--- src/rtl/decode.sv ---
// ID stage of the 5-stage pipeline: owns the 32x32 register file, decodes IF/ID,
// registers ID/EX, and retires write-backs of valD three edges after the ID/EX latch.
module decode (
    input  logic        clk,
    input  logic        rst_n,
    input  logic [31:0] IF_ID_IR,
    input  logic [31:0] IF_ID_NPC,
    input  logic [31:0] valD,
    output logic [31:0] ID_EX_IR,
    output logic [31:0] ID_EX_NPC,
    output logic [31:0] ID_EX_A,
    output logic [31:0] ID_EX_B,
    output logic [31:0] ID_EX_Imm
);

    localparam logic [5:0] OP_ADD = 6'h01;
    localparam logic [5:0] OP_SLT = 6'h06;
    localparam logic [5:0] OP_LW  = 6'h08;
    localparam logic [5:0] OP_J   = 6'h0B;
    localparam int         WB_DELAY = 3;

    logic [31:0] rf_q [32];

    logic [31:0] ir_q, ir_d;
    logic [31:0] npc_q, npc_d;
    logic [31:0] a_q, a_d;
    logic [31:0] b_q, b_d;
    logic [31:0] imm_q, imm_d;

    logic [WB_DELAY-1:0]      wb_vld_q, wb_vld_d;
    logic [WB_DELAY-1:0][4:0] wb_dst_q, wb_dst_d;

    logic [5:0]  op;
    logic [4:0]  rs, rt, rd;
    logic        dec_vld;
    logic [4:0]  dec_dst;
    logic        wb_en;
    logic [4:0]  wb_dst;

    always_comb begin
        op = IF_ID_IR[31:26];
        rs = IF_ID_IR[25:21];
        rt = IF_ID_IR[20:16];
        rd = IF_ID_IR[15:11];

        dec_vld = 1'b0;
        dec_dst = 5'd0;
        if (op >= OP_ADD && op <= OP_SLT) begin
            dec_vld = 1'b1;
            dec_dst = rd;
        end else if (op == OP_LW) begin
            dec_vld = 1'b1;
            dec_dst = rt;
        end
    end

    // Writes to R0 are dropped here so the bypass below never forwards into R0.
    assign wb_dst = wb_dst_q[WB_DELAY-1];
    assign wb_en  = wb_vld_q[WB_DELAY-1] && (wb_dst != 5'd0);

    always_comb begin
        ir_d  = IF_ID_IR;
        npc_d = IF_ID_NPC;

        if (op == OP_J)
            imm_d = {{6{IF_ID_IR[25]}}, IF_ID_IR[25:0]};
        else
            imm_d = {{16{IF_ID_IR[15]}}, IF_ID_IR[15:0]};

        // Same-edge write-back is forwarded so the operand matches the updated file.
        if (rs == 5'd0)
            a_d = 32'd0;
        else if (wb_en && wb_dst == rs)
            a_d = valD;
        else
            a_d = rf_q[rs];

        if (rt == 5'd0)
            b_d = 32'd0;
        else if (wb_en && wb_dst == rt)
            b_d = valD;
        else
            b_d = rf_q[rt];

        wb_vld_d = {wb_vld_q[WB_DELAY-2:0], dec_vld};
        wb_dst_d = {wb_dst_q[WB_DELAY-2:0], dec_dst};
    end

    always_ff @(posedge clk or negedge rst_n) begin
        if (!rst_n) begin
            ir_q     <= 32'd0;
            npc_q    <= 32'd0;
            a_q      <= 32'd0;
            b_q      <= 32'd0;
            imm_q    <= 32'd0;
            wb_vld_q <= '0;
            wb_dst_q <= '0;
        end else begin
            ir_q     <= ir_d;
            npc_q    <= npc_d;
            a_q      <= a_d;
            b_q      <= b_d;
            imm_q    <= imm_d;
            wb_vld_q <= wb_vld_d;
            wb_dst_q <= wb_dst_d;
        end
    end

    always_ff @(posedge clk or negedge rst_n) begin
        if (!rst_n) begin
            for (int i = 0; i < 32; i++)
                rf_q[i] <= 32'(i);
        end else if (wb_en) begin
            rf_q[wb_dst] <= valD;
        end
    end

    assign ID_EX_IR  = ir_q;
    assign ID_EX_NPC = npc_q;
    assign ID_EX_A   = a_q;
    assign ID_EX_B   = b_q;
    assign ID_EX_Imm = imm_q;

endmodule

--- config.mk ---
export PLATFORM = sky130hd
export DESIGN_NAME = decode
export DESIGN_NICKNAME = d
export VERILOG_FILES = /design/src/rtl/decode.sv
export SDC_FILE = /design/constraint.sdc
export NUM_CORES = 2
export LEC_CHECK = 0
export BUFFER_PORTS_ARGS = -buffer_cell sky130_fd_sc_hd__buf_2
export CELL_PAD_IN_SITES_DETAIL_PLACEMENT = 0
export CELL_PAD_IN_SITES_GLOBAL_PLACEMENT = 2
export CORE_MARGIN = 1
export CORE_UTILIZATION = 51
export CTS_BUF_LIST = sky130_fd_sc_hd__clkbuf_2 sky130_fd_sc_hd__clkbuf_4 sky130_fd_sc_hd__clkbuf_8
export DETAILED_ROUTE_END_ITERATION = 6
export PLACE_DENSITY = 0.95
export SLEW_MARGIN = 0
export SYNTH_ARGS = -nofsm -noshare
export SYNTH_HDL_FRONTEND = slang
export SYNTH_SLANG_ARGS = --single-unit
--- constraint.sdc ---
create_clock -name clk -period 3.2 [get_ports clk]
set_clock_uncertainty 0.15 [all_clocks]
set_input_delay 0 -clock clk [delete_from_list [all_inputs] [get_ports clk]]
set_output_delay 0 -clock clk [all_outputs]
set_load 0.01 [all_outputs]
Yosys cells after proc, flatten, opt, wreduce, memory -nomap -nowiden
Index checks and enable logic that the tools add are counted.

Bits in registers: 1202. Input port bits: 98. Output and inout bits: 160. Logic and storage cells: 80.

Magnitude comparators: 6. Eq/ne operators: 4. Mux-type cells: 18. Bitwise gates (word level): 3. Reductions and logical operators: 8.

Operators by type and width (number): $bwmux 1024 (1); $bmux 32 s5 (2); $mux 32 (10); $demux 32 s5 (1); $ge 6x6->1 const B (3); $not 5->6 (3); $eq 6x4->1 const B (2); $eq 5x5->1 (2); $logic_not 5->1 (2); $mux 5 (2); $ge 6x1->1 const B (1); $le 6x3->1 const B (1); $lt 6x1->1 const B (1); $logic_and 1x1->1 (5); $reduce_bool 5->1 (1); $mux 1 (2).

Longest topological paths before layout
Depth in word-level cells: 6. Depth in mapped cells: 9. Depth with buffers taken out: 5.

Worst setup path after synthesis
OpenSTA, ideal clock, no wires.

Path type: register to register. Start: register wb_dst_q (netlist bit wb_dst[1]). End: register rf_q[101] (netlist name). Setup time: 125 ps. Arrival: 1854 ps. Required time: 2925 ps. Path slack: 1071 ps. Stages on the path, launching flop included: 6. Path buffers: 2. Clock period less this slack: 2129 ps. Cell sequence: dfrtp_1 -> buf_2 -> or3b_2 -> nor2_1 -> buf_2 -> mux2_2.

Longest elaborated chain between the ends: 6. Elaborated cells on any way between the ends: 9. Those cells by class: order compare: 2; mux: 3; bitwise: 1; reduce/logical: 3.

Ends and longest elaborated chain: start, declared (line 31) `logic [WB_DELAY-1:0][4:0] wb_dst_q, wb_dst_d;`; start signal, assigned (line 105) `wb_dst_q <= wb_dst_d;`; $not 5->6 (implied by the code) (line 114) `rf_q[wb_dst] <= valD;`; $ge 6x6->1 (implied by the code) or $lt 6x1->1 (tied branches) (line 114); $logic_and 1x1->1 (implied by the code) (line 114); $mux 32 (implied by the code) (line 114); $demux 32 s5 (line 114); $bwmux 1024 (line 114); end signal, assigned by index (line 112) `rf_q[i] <= 32'(i);`; end signal, assigned by index (line 114); end, declared (line 22) `logic [31:0] rf_q [32];`.

Parallel ways exist; a longest one is shown, timed or not. A chain may end at the register's enable or synchronous reset.

Worst setup path in the final report
Start: register wb_dst_q (netlist bit wb_dst[4]). End: register b_q[0], in the netlist ID_EX_B[0].

Longest elaborated chain between the ends: 5. Elaborated cells on any way between the ends: 6. Those cells by class: eq/ne: 1; mux: 2; reduce/logical: 3.

Ends and longest elaborated chain: $reduce_bool 5->1 (line 59) `assign wb_en = wb_vld_q[WB_DELAY-1] && (wb_dst != 5'd0);`; $logic_and 1x1->1 (line 59); $logic_and 1x1->1 (*) (line 80) `else if (wb_en && wb_dst == rt)`; $mux 32 (*) (line 80); $mux 32 (*) (line 78) `if (rt == 5'd0)`; net b_d[0] (line 27) `logic [31:0] b_q, b_d;`; end signal, assigned (line 94) `b_q <= 32'd0;`; end signal, assigned (line 102) `b_q <= b_d;`; end, declared (line 27).

The timed path passes the listed nets; every way through them passes the cells marked *.

==> run_results.csv <==
group,metric,value,unit
outcome,status,"finished, final reports clean",
layout,areaGrowthSynthToFinish,16.1,%
clocking,cts_sinks,1180,
floorplanning,die_width,343,microns
place,post-place-cells,5555,
layout,fin_cells,6087,
global_route,overflow,0,
layout,final_nets,4500,
sta,setup-tns-final,0,ns
layout,layout-drive-gt1-share,52.8,%
synthesis,yosysTopAreaCellShare,46.3,%
global_route,grt_pass1_wl,290000,microns
clocking,cts.clk_slew.worst_paths,0.07,ns
floorplanning,core_area,0.115,sq mm
global_route,grt_use_met3,9.03,%
global_route,grt_pass1_vias,41800,
synthesis,synthArstFlopShare,100,%
sta,finalHoldViolations,0,
detailed_routing,ant_nets,0,
clocking,cts_buffer_depth,3,
setup_path,reg2reg_depth,5,
setup_path,start_kind,"register",
synthesis,synth.net_count,4130,
global_route,top_usage_layer,"met2",
power_and_ir_drop,ir_drop,472,uV
setup_path,end_kind,"register",
synthesis,ys.flop_type,"dfrtp_1",
detailed_routing,drtIter0Drc,4723,
layout,regArea,0.0296,sq mm
global_route,grtUsageTotal,33.9,%
worst_hold_path,min_path_cells,3,
sta,setup_viol,0,
clocking,tritoncts,"yes",
sta,period_share,87.9,%
floorplanning,die_y,343,microns
clocking,clkLatencyLatePin,0.89,ns
synthesis,synth.top_cells.by_area,"dfrtp_1 46%, mux2_2 20%, mux4_2 14%",
floorplanning,row_count,124,
setup_path,crit_type,"register to register",
clocking,cts_htree_levels,4,
synthesis,syn_area,0.0595,sq mm
global_route,met1_usage,45.9,%
setup_path,cp.arrival,3.46,ns
global_route,grt_max_degree,86,
detailed_routing,wl_per_cell,32.5,microns
synthesis,ys_types,60,
power_and_ir_drop,powerDensity,505,mW/mm^2
global_route,antenna_found_initial,11,
detailed_routing,routed_wl,198000,microns
detailed_routing,drc_errors,0,
synthesis,syn_inst,4032,
sta,period_needed,2.81,ns
worst_hold_path,hp-class,"primary input to register",
detailed_routing,drt-pass1-iter-count,5,
synthesis,synth_edf_count,0,
synthesis,ys_warn_count,0,
setup_path,worstPathRequired,3.85,ns
sta,rsz0062_at_grt,"no",
place,place.detailed.hpwl,119000,microns
detailed_routing,vias,41100,
setup_path,critical_path_peak_fanout,19,
clocking,cts_root_buf,"clkbuf_8",
layout,multiInputGateArea,0.0278,sq mm
global_route,grtUsageMet2,51.5,%
layout,nFillCells,8816,
synthesis,synth_top_area_cell,"dfrtp_1",
synthesis,syn-mean-instance-area,14.7,sq um
floorplanning,dieArea,0.118,sq mm
floorplanning,ios,258,
synthesis,ys_seq_area_share,49.8,%
place,portBuffers,257,
sta,drv_slew,0,
power_and_ir_drop,p_leak,30.7,nW
sta,timing.slew.headroom,14.8,%
detailed_routing,vias_per_cell,6.75,
sta,worst_pin_slew,1.27,ns
place,place_congestion,0.863,
run,cap_violations,0,
synthesis,ys_ff_latch,1180,
sta,fmax,0.356,GHz
floorplanning,start_util,51.7,%
clocking,numCtsBuffers,197,
## cell families (layout without fill, tap and decap cells)
family / count (synthesis) / count (layout) / share of synthesized area, %
multiplexers: 1697 / 1697 / 38.7
flip-flops: 1180 / 1180 / 49.8
buffers and inverters: 470 / 1006 / 3.82
AO/OA/AOI/OAI: 444 / 444 / 5.65
AND/OR/NAND/NOR: 231 / 231 / 1.84
XOR/XNOR: 10 / 10 / 0.147
other: 0 / 7 / 0
## layout by cell type (no fill, tap or decap), types with 24 or more instances in the layout
| master | count |
|---|---|
| dfrtp_1 | 1100 |
| mux2_2 | 1072 |
| mux4_2 | 363 |
| clkbuf_8 | 261 |
| mux2i_1 | 253 |
| buf_2 | 248 |
| buf_4 | 171 |
| dlygate4sd3_1 | 159 |
| dfstp_2 | 80 |
| nand2_1 | 79 |
| o22ai_1 | 74 |
| clkbuf_4 | 64 |
| a22oi_1 | 60 |
| buf_12 | 54 |
| a211oi_1 | 47 |
| a21oi_1 | 41 |
| o21ai_0 | 37 |
| a221o_1 | 32 |
| o221ai_1 | 32 |
| a32o_1 | 32 |
| nor2_1 | 30 |
| clkinv_2 | 27 |
| a221oi_1 | 24 |
| nor3_1 | 24 |
## area by class of cell
| class | count | area share (%) |
|---|---|---|
| clock buffers | 324 | 5.88 |
| diodes | 7 | 0.0254 |
| inverters | 4 | 0.0218 |
| well taps | 1512 | 2.74 |
| flip-flops and latches | 1180 | 42.9 |
| clock inverters | 41 | 0.488 |
| repair buffers | 637 | 7.66 |
| multi-input cells | 2382 | 40.3 |
## synthesized netlist by cell type, types with 5 or more instances
master and count:
buf_6 24, a211o_1 16, nor3_1 24, buf_1 56, a22oi_1 60, nor2b_1 5, mux4_2 363, o21ai_0 37
a32o_1 32, a211oi_1 47, buf_4 44, buf_2 101, a221oi_1 24, clkbuf_1 236, mux4_1 9, a41o_1 10
a21oi_1 42, or2_2 5, a311oi_1 5, o22ai_1 74, xnor2_1 8, a221o_1 32, nand3b_1 7, nor2_1 49
mux2_2 1072, dfstp_2 80, nand2_1 94, o221ai_1 32, a22o_1 13, dfrtp_1 1100, a2111oi_0 7, or3_1 6
nor3b_1 6, mux2i_1 253, nor4_1 13
## state kept, by name (all words and copies together), names as in the netlist
signal / flops
wb_vld_q: 3
rf_q: 1024
wb_dst: 5
ID_EX_B: 32
ID_EX_A: 32
wb_dst_d: 10
ID_EX_Imm: 26
ID_EX_NPC: 32
ID_EX_IR: 16
## worst max-delay path, cell delays in order (launching register included)
cell      delay [ns]
dfrtp_1         0.52
or3_1           0.48
o311ai_2        0.55
or2_2           0.63
o21ai_0         0.20
a21oi_1         0.18
## through the flow
stage	setup slack [ns]	utilization (%)	hold WS, ns	power (W)	area [sq um]
2_1_floorplan	1.07	-	-0.446	0.0186	59500
3_3_place_gp	0.561	54.8	-0.0973	0.0201	63000
3_5_place_dp	0.503	54.8	-0.0892	0.0202	63000
4_1_cts	0.465	60.0	0.00577	0.0350	69000
5_1_grt	0.365	60.0	0.0686	0.0360	69000
6_report	0.387	60.0	0.0835	0.0349	69000
## where the power goes
part	total (W)	switching, W	internal [W]
Combinational	0.00399	0.00213	0.00187
Sequential	0.0162	0.000545	0.0156
Clock	0.0147	0.00638	0.00832
Total	0.0349	0.00905	0.0258
## routing by layer
| metal | vias to the layer above | share of wire, % |
|---|---|---|
| met4 | 14 | 4.6 |
| met2 | 2360 | 46 |
| met3 | 556 | 11 |
| li1 | 16300 | - |
| met5 | - | 0.041 |
| met1 | 21900 | 39 |
## final timing paths
path,startpoint,end,slack [ns]
max,wb_dst[4],ID_EX_B[0],0.39
min in group asynchronous,rst_n,rf_q[228],0.41
min reg2reg,wb_dst_d[6],wb_dst_d[11],0.21
min,IF_ID_IR[21],ID_EX_IR[21],0.08
max in group asynchronous,rst_n,rf_q[897],1.95
max reg2reg,wb_dst[4],ID_EX_B[0],0.39
## what timing repair did
action | in CTS | in global routing
hold endpoints to repair | 2315 | 0
resized for setup | 0 | 0
hold buffers | 160 | 0
setup buffers | 0 | 0
No activity file was read; power rests on OpenSTA's default activity.
